===== src/rtl/alu_control_pkg.sv =====
// rtl/alu_control_pkg.sv - shared ALU operation encodings, width default and buffer states
package alu_control_pkg;

    localparam int DATA_W_DEF = 32;

    typedef enum logic [3:0] {
        OP_NOP  = 4'd0,
        OP_ADD  = 4'd1,
        OP_SUB  = 4'd2,
        OP_XOR  = 4'd3,
        OP_OR   = 4'd4,
        OP_AND  = 4'd5,
        OP_SLL  = 4'd6,
        OP_SRL  = 4'd7,
        OP_SRA  = 4'd8,
        OP_LT   = 4'd9,
        OP_LTU  = 4'd10,
        OP_EQ   = 4'd11,
        OP_GTE  = 4'd12,
        OP_GTEU = 4'd13
    } alu_op_e;

    typedef enum logic [1:0] {
        ST_EMPTY = 2'd0,
        ST_ONE   = 2'd1,
        ST_TWO   = 2'd2
    } buf_state_e;

    // NOP and unassigned codes must never resolve a branch as taken.
    function automatic logic op_defined(input logic [3:0] op);
        return (op >= 4'd1) && (op <= 4'd13);
    endfunction

endpackage


===== src/rtl/execute_stage_alu.sv =====
// rtl/execute_stage_alu.sv - combinational ALU used by the execute stage
module alu
    import alu_control_pkg::*;
#(
    parameter int DATA_W = DATA_W_DEF
) (
    input  logic [3:0]        op,
    input  logic [DATA_W-1:0] a,
    input  logic [DATA_W-1:0] b,
    output logic [DATA_W-1:0] result
);

    logic [4:0] w_shamt;

    assign w_shamt = b[4:0];

    always_comb begin
        result = '0;
        case (alu_op_e'(op))
            OP_ADD:  result = a + b;
            OP_SUB:  result = a - b;
            OP_XOR:  result = a ^ b;
            OP_OR:   result = a | b;
            OP_AND:  result = a & b;
            OP_SLL:  result = a << w_shamt;
            OP_SRL:  result = a >> w_shamt;
            OP_SRA:  result = $unsigned($signed(a) >>> w_shamt);
            OP_LT:   result = {{(DATA_W-1){1'b0}}, $signed(a) <  $signed(b)};
            OP_LTU:  result = {{(DATA_W-1){1'b0}}, a <  b};
            OP_EQ:   result = {{(DATA_W-1){1'b0}}, a == b};
            OP_GTE:  result = {{(DATA_W-1){1'b0}}, $signed(a) >= $signed(b)};
            OP_GTEU: result = {{(DATA_W-1){1'b0}}, a >= b};
            default: result = '0;
        endcase
    end

endmodule


===== src/rtl/execute_stage.sv =====
// rtl/execute_stage.sv - execute stage with ALU and two-entry main/skid output buffer
module execute_stage
    import alu_control_pkg::*;
#(
    parameter int DATA_W = DATA_W_DEF,
    parameter int RD_W   = 5
) (
    input  logic              clk,
    input  logic              rst_n,
    input  logic              in_valid,
    output logic              in_ready,
    input  logic [3:0]        in_op,
    input  logic [DATA_W-1:0] in_a,
    input  logic [DATA_W-1:0] in_b,
    input  logic              in_is_branch,
    input  logic              in_invert,
    input  logic [RD_W-1:0]   in_rd,
    input  logic              flush,
    output logic              out_valid,
    input  logic              out_ready,
    output logic [DATA_W-1:0] out_result,
    output logic              out_branch_taken,
    output logic [RD_W-1:0]   out_rd
);

    buf_state_e        r_state;
    logic              r_in_ready;
    logic              r_out_valid;
    logic [DATA_W-1:0] r_main_result;
    logic              r_main_taken;
    logic [RD_W-1:0]   r_main_rd;
    logic [DATA_W-1:0] r_skid_result;
    logic              r_skid_taken;
    logic [RD_W-1:0]   r_skid_rd;

    logic [DATA_W-1:0] w_result;
    logic              w_taken;
    logic              w_accept;
    logic              w_deliver;

    alu #(.DATA_W(DATA_W)) u_alu (
        .op     (in_op),
        .a      (in_a),
        .b      (in_b),
        .result (w_result)
    );

    assign w_taken   = in_is_branch & op_defined(in_op) & (w_result[0] ^ in_invert);
    assign w_accept  = in_valid & r_in_ready & ~flush;
    assign w_deliver = r_out_valid & out_ready;

    // in_ready and out_valid are registered alongside the state so both are glitch-free.
    always_ff @(posedge clk or negedge rst_n) begin
        if (!rst_n) begin
            r_state       <= ST_EMPTY;
            r_in_ready    <= 1'b1;
            r_out_valid   <= 1'b0;
            r_main_result <= '0;
            r_main_taken  <= 1'b0;
            r_main_rd     <= '0;
            r_skid_result <= '0;
            r_skid_taken  <= 1'b0;
            r_skid_rd     <= '0;
        end else if (flush) begin
            r_state     <= ST_EMPTY;
            r_in_ready  <= 1'b1;
            r_out_valid <= 1'b0;
        end else begin
            case (r_state)
                ST_EMPTY: begin
                    if (w_accept) begin
                        r_main_result <= w_result;
                        r_main_taken  <= w_taken;
                        r_main_rd     <= in_rd;
                        r_out_valid   <= 1'b1;
                        r_state       <= ST_ONE;
                    end
                end
                ST_ONE: begin
                    if (w_accept && w_deliver) begin
                        r_main_result <= w_result;
                        r_main_taken  <= w_taken;
                        r_main_rd     <= in_rd;
                    end else if (w_accept) begin
                        r_skid_result <= w_result;
                        r_skid_taken  <= w_taken;
                        r_skid_rd     <= in_rd;
                        r_in_ready    <= 1'b0;
                        r_state       <= ST_TWO;
                    end else if (w_deliver) begin
                        r_out_valid   <= 1'b0;
                        r_state       <= ST_EMPTY;
                    end
                end
                ST_TWO: begin
                    if (w_deliver) begin
                        r_main_result <= r_skid_result;
                        r_main_taken  <= r_skid_taken;
                        r_main_rd     <= r_skid_rd;
                        r_in_ready    <= 1'b1;
                        r_state       <= ST_ONE;
                    end
                end
                default: begin
                    r_state     <= ST_EMPTY;
                    r_in_ready  <= 1'b1;
                    r_out_valid <= 1'b0;
                end
            endcase
        end
    end

    assign in_ready         = r_in_ready;
    assign out_valid        = r_out_valid;
    assign out_result       = r_main_result;
    assign out_branch_taken = r_main_taken;
    assign out_rd           = r_main_rd;

endmodule


===== config.mk =====
export PLATFORM = sky130hd
export DESIGN_NAME = execute_stage
export DESIGN_NICKNAME = d
export VERILOG_FILES = /design/src/rtl/alu_control_pkg.sv /design/src/rtl/execute_stage_alu.sv /design/src/rtl/execute_stage.sv
export SDC_FILE = /design/constraint.sdc
export NUM_CORES = 1
export LEC_CHECK = 0
export CAP_MARGIN = 25
export CELL_PAD_IN_SITES_DETAIL_PLACEMENT = 1
export CELL_PAD_IN_SITES_GLOBAL_PLACEMENT = 1
export CORE_ASPECT_RATIO = 2
export CORE_MARGIN = 3
export CORE_UTILIZATION = 48
export DETAILED_ROUTE_END_ITERATION = 10
export PLACE_DENSITY_LB_ADDON = 0.1
export REMOVE_ABC_BUFFERS = 1
export SLEW_MARGIN = 10
export SYNTH_ARGS = -nofsm -noshare
export SYNTH_HDL_FRONTEND = slang
export SYNTH_SLANG_ARGS = --single-unit
export TNS_END_PERCENT = 30

===== constraint.sdc =====
create_clock -name clk -period 6 [get_ports clk]
set_input_delay 1.2 -clock clk [delete_from_list [all_inputs] [get_ports clk]]
set_output_delay 1.2 -clock clk [all_outputs]
set_load 0.1 [all_outputs]

==> results_dict.tcl, run 1 <==
set metrics [dict create \
    grt_max_degree 72 \
    core_um2 25800 \
    grt_pass1_vias 15900 \
    clkTransAtPathRegs_ns 0.06 \
    crit_slowest_cell "a2111oi_0" \
    hold_depth 1 \
    yosysSeqAreaShare_pct 15.9 \
    drc_errors 0 \
    cts_resized 0 \
    synth.largest_area_cell "dfrtp_1" \
    synth-edff-count 0 \
    ys.flop_type "dfrtp_1" \
    num_io_pins 120 \
    drt-total-wl_um 66100 \
    post_drt_wl_per_cell_um 31.5 \
    slew_violations 0 \
    yosysWarningCount 0 \
    fin_crit_sh_pct 86.7 \
    async_reset_ff_share_pct 100 \
    drive_above_1_share_pct 12.4 \
    critPathMaxFanout 9 \
    track_usage_pct 45.5 \
    rows 83 \
    cp_slowest_stage_delay_ns 0.84 \
    clockBufferDepth 2 \
    synth_top_area_share_pct 15.7 \
    gp_congestion 1.05 \
    pre_cts_slack_ns 0.705 \
    area_growth_pct 15.2 \
    dieHeight_um 235 \
    total_power_mw 3.98 \
    worst_slew_pin_slew_ns 1.19 \
    hold_viol 0 \
    fin_crit_ns 5.20 \
    endpoint_kind "register" \
    p_sw_mw 2.19 \
    synthDistinctLibCells 96 \
    die-area_um2 28400 \
    seqPwrFrac_pct 23.6 \
    hold-path-endpoint "out_result[19]" \
    ctsHoldBuffers 0 \
    ys_top_cells_by_area "dfrtp_1 16%, ha_1 9.6%, mux4_2 6.4%, nor2_1 5.8%, o21ai_0 5.6%" \
    reg2reg_from "in_ready" \
    avgViaCountPerCell 7.24 \
    layout_commonest_cell "nor2_1" \
    worstPathRequired_ns 6.17 \
    htreeDepth 3 \
    fillers 3212 \
    hold_class "reg2reg" \
    clkLatencyLatePin_ns 0.35 \
    drtPass1Iterations 6 \
    critical_path_arrival_ns 5.37 \
    antenna_found_initial 2 \
    cap_violations 0 \
    pwr-share-comb_pct 62.8 \
    synth_cells 1680 \
    skew_ns 0.00812 \
    power_per_cell_area_nw_per_um2 274 \
    crit_chain "clkdlybuf4s50_1 > buf_4 > inv_1 > ha_1 > a21oi_1 > o21ai_0 > a221oi_1 > a21oi_1 > nor2_1 > nor2_1 > a211o_1 > a2111oi_0 > o21ai_0" \
    p_leak_nw 6.23 \
    intPower_mw 1.78 \
    setup.worst_path.start "in_a[10]" \
    tritoncts "built" \
    die_w_um 121 \
    start_kind "input port" \
    drt_iter0_markers 1269 \
    via_count 15200 \
    nets 1933 \
    fin_ws_ns 0.800 \
    critPathTopFamily "compound AO/OA/AOI/OAI gates" \
    grt_pass1_wl_um 98200 \
    diodes 0 \
    timing.rr.end "out_result[21]" \
    cp_num_buf_inv 3 \
    cts.sinks 80 \
    start_util_pct 49.0 \
    critical_path_class "in2reg" \
    status "complete, no violations" \
    dpl.hpwl_um 50900 \
    min_from "out_result[19]" \
    reg2reg_depth 10 \
    post-cts-setup-buffers 0 \
    synth_area_um2 12600 \
    avgSynthCellArea_um2 7.51 \
    cts_root_buf "clkbuf_16" \
    io_buffers 119 \
    setup_violations 0 \
    reg2reg_slack_ns 3.20 \
    final_cell_mix "193 x nor2_1, 172 x nand2_1, 139 x o21ai_0, 128 x a21oi_1, 114 x clkdlybuf4s50_1" \
    ys_ff_latch 80 \
    clkPwrFrac_pct 13.6 \
    max_freq_mhz 192 \
    cts_made_buffers 9 \
    setup_tns_ns 0 \
    slew_headroom_pct 20.7 \
    fin_cells 2099 \
    swShare_pct 55.2 \
    ant_nets 0 \
    post-place-cells 2083 \
    ir_drop_mv 0.204 \
    rsz0062_at_grt "no" \
    overflow 0 \
]
## worst reg2reg max path, cell delays in order, from the launching register on
cell     delay [ns]
dfstp_2        0.58
nand2_1        0.12
nor2_1         0.36
a21oi_1        0.09
nor2_1         0.15
a21oi_1        0.08
nor2_2         0.10
buf_4          0.35
nand2_1        0.40
nor3_1         0.35
nor3_1         0.10
## area by class of cell
type	instances	area, um^2	share of cell area (%)
clock buffers	14	274	1.89
repair buffers	187	1720	11.8
flip-flops and latches	80	2000	13.8
inverters	99	372	2.56
multi-input cells	1377	9730	66.9
well taps	340	425	2.93
clock inverters	2	12.5	0.0861
## worst max path at each step
stage / end / slack, ns / cells past startpoint
after CTS: out_result[19] / 1.01 / 14
after detailed placement: out_result[19] / 0.70 / 14
after global placement: r_skid_taken / 0.84 / 13
after floorplan: r_skid_result[16] / 1.17 / 11
after global routing: out_result[0] / 0.71 / 13
final: out_result[23] / 0.80 / 13
## power by group through the flow
stage | combinational, mW | sequential (mW) | clock [mW]
after detailed placement | 2.42 | 0.925 | 0
final | 2.50 | 0.936 | 0.542
after global routing | 2.59 | 0.954 | 0.557
after floorplan | 0.806 | 1.71 | 0
after CTS | 2.45 | 0.930 | 0.538
after global placement | 2.34 | 0.898 | 0
## sequential cells by signal (all words and copies together), names as in the netlist, 2 cells and up
register / flops
r_skid_rd: 5
r_skid_result: 32
out_result: 32
out_rd: 5
r_state: 2
## Yosys cell counts (all sizes together), types with 13 or more instances
cell	number
mux2	50
o21bai	13
nor3	41
mux2i	68
ha	97
dfrtp	79
o211ai	18
a221oi	28
a21o	24
nand2	172
buf	35
a211oi	26
inv	99
nor2	196
clkbuf	89
a31oi	24
o22ai	15
nand3	30
o221ai	15
o21ai	141
and3	16
mux4	36
a21oi	129
nand2b	25
## stage by stage
step | utilization [%] | hold WS [ns] | instance area, um^2
finish | 56.4 | 0.484 | 14500
global route | 56.4 | 0.496 | 14500
CTS | 56.4 | 0.486 | 14500
detailed placement | 55.3 | 0.474 | 14200
global placement | 55.2 | 0.452 | 14200
floorplan | - | 0.442 | 12100
## cells by family (layout without fill, tap and decap cells)
| logic type | after synthesis | count (layout) | synth area share, % |
|---|---|---|---|
| and+or+nand+nor | 561 | 561 | 20.5 |
| DFF | 80 | 80 | 15.9 |
| adders and majority gates | 99 | 99 | 9.93 |
| xor gates and xnor gates | 6 | 6 | 0.416 |
| muxes | 154 | 154 | 16.3 |
| buffers and inverters | 223 | 302 | 7.23 |
| AOI/OAI and AO/OA | 557 | 557 | 29.8 |
## layer usage
metal	routed length [um]	track usage, %	share of wire [%]
met1	21000	45.5	32
met2	32700	78.8	49
met3	4700	7.62	7.1
met4	7660	41.0	12
met5	24	0	0.036
(Power assumes the default switching activity.)
==> run 2, diff against run 1 <==
--- a/config.mk
+++ b/config.mk
@@ -9,7 +9,7 @@
 export CELL_PAD_IN_SITES_DETAIL_PLACEMENT = 1
 export CELL_PAD_IN_SITES_GLOBAL_PLACEMENT = 1
 export CORE_ASPECT_RATIO = 2
-export CORE_MARGIN = 3
+export CORE_MARGIN = 2
 export CORE_UTILIZATION = 48
 export DETAILED_ROUTE_END_ITERATION = 10
 export PLACE_DENSITY_LB_ADDON = 0.1
==> results_dict.tcl, run 2 (synthesis gave the netlist of run 1 again) <==
set metrics [dict create \
    status "complete, no violations" \
    drt-total-wl_um 66300 \
    drc_errors 0 \
    reg2reg_depth 9 \
    crit_chain "clkdlybuf4s50_1 > inv_1 > ha_1 > nor4_2 > nand3_1 > or3_4 > nor4b_2 > nor2_1 > a2111o_1 > o211ai_2 > mux2i_1 > o21ai_0" \
    clkTransAtPathRegs_ns 0.06 \
    via_count 15200 \
    io_buffers 119 \
    max_freq_mhz 182 \
    avgViaCountPerCell 7.23 \
    die-area_um2 27700 \
    p_leak_nw 6.22 \
    fin_crit_ns 5.51 \
    hold_depth 1 \
    postPlaceCellArea_um2 14200 \
    grt_max_degree 81 \
    setup_violations 0 \
    drive_above_1_share_pct 12.1 \
    cts.sinks 80 \
    reg2reg_slack_ns 3.10 \
    ant_nets 0 \
    slew_headroom_pct 20.3 \
    reg2reg_from "in_ready" \
    grt_pass1_wl_um 96600 \
    gp_congestion 1.07 \
    power_per_cell_area_nw_per_um2 279 \
    total_power_mw 4.05 \
    crit_slowest_cell "clkdlybuf4s50_1" \
    worstPathRequired_ns 6.23 \
    fin_crit_sh_pct 91.8 \
    tritoncts "built" \
    ctsHoldBuffers 0 \
    clockBufferDepth 2 \
    setup.worst_path.start "in_a[24]" \
    area_growth_pct 15.0 \
    setup_tns_ns 0 \
    nets 1929 \
    overflow 0 \
    track_usage_pct 46.1 \
    htreeDepth 3 \
    worst_slew_pin_slew_ns 1.18 \
    clkLatencyLatePin_ns 0.34 \
    grt_pass1_vias 15600 \
    fillers 3264 \
    antenna_found_initial 2 \
    cp_slowest_stage_delay_ns 0.76 \
    hold-path-endpoint "out_result[19]" \
    final_cell_mix "193 x nor2_1, 172 x nand2_1, 139 x o21ai_0, 128 x a21oi_1, 114 x clkdlybuf4s50_1" \
    multi_input_area_um2 9730 \
    min_from "out_result[19]" \
    cts_made_buffers 9 \
    rows 84 \
    rsz0062_at_grt "no" \
    dpl.hpwl_um 49800 \
    num_io_pins 120 \
    dieHeight_um 233 \
    ir_drop_mv 0.318 \
    cts_resized 0 \
    core_um2 26100 \
    slew_violations 0 \
    seqCellArea_um2 2000 \
    post_drt_wl_per_cell_um 31.6 \
    drt_iter0_markers 1680 \
    layout_commonest_cell "nor2_1" \
    critical_path_arrival_ns 5.74 \
    hold_viol 0 \
    skew_ns 0.00951 \
    postLayoutCellArea_um2 14500 \
    drtPass1Iterations 7 \
    post-cts-setup-buffers 0 \
    start_util_pct 48.4 \
    die_w_um 119 \
    critical_path_class "in2reg" \
    start_kind "input port" \
    hold_class "reg2reg" \
    cap_violations 0 \
    endpoint_kind "register" \
    timing.rr.end "out_result[14]" \
    cts_root_buf "clkbuf_16" \
    critPathMaxFanout 13 \
]
run 2: metrics by stage:
stage          std cells  hold slack, ns  utilization [%]  setup WS, ns
3_5_place_dp        2081           0.471             54.4         0.414
6_report            2099           0.491             55.7         0.490
2_1_floorplan       1556           0.442                -          1.17
4_1_cts             2096           0.486             55.5         0.722
5_1_grt             2098           0.517             55.7         0.452
3_3_place_gp        2080           0.456             54.4         0.612
run 2: how the worst max path moves through the flow:
stage	end	cells after the start
after floorplan	r_skid_result[16]	11
after global placement	r_skid_result[29]	13
after detailed placement	out_result[0]	12
after CTS	out_result[0]	12
after global routing	out_result[0]	12
final	out_result[0]	12
run 2: routing by layer:
metal / global-route usage [%] / part of all wire, %
met1: 50.3 / 34
met5: 0 / 0.012
met4: 40.6 / 11
met2: 76.2 / 46
met3: 8.37 / 7.9
run 2: report_power, final:
| group | internal (mW) | leakage (nW) | total [mW] | switching [mW] |
|---|---|---|---|---|
| logic | 0.694 | 5.07 | 2.52 | 1.83 |
| registers | 0.777 | 1.00 | 0.965 | 0.188 |
| clock network | 0.344 | 0.146 | 0.566 | 0.222 |
run 2: worst max-delay path, delay by kind of cell:
family / cells / cell delay, ns
multiplexers: 1 / 0.22
AO/OA/AOI/OAI: 3 / 1.00
AND/OR/NAND/NOR: 5 / 1.88
buffers and inverters: 2 / 0.86
adder cells (fa/ha/maj): 1 / 0.56
run 2: final cells by class:
cell class                      count  area share [%]
Inverter                           99            2.56
Clock buffer                       13            1.79
Sequential cell                    80            13.8
Clock inverter                      2           0.267
Multi-Input combinational cell   1377            67.1
Timing Repair Buffer              183            11.5
Antenna cell                        1          0.0172
Tap cell                          344            2.97
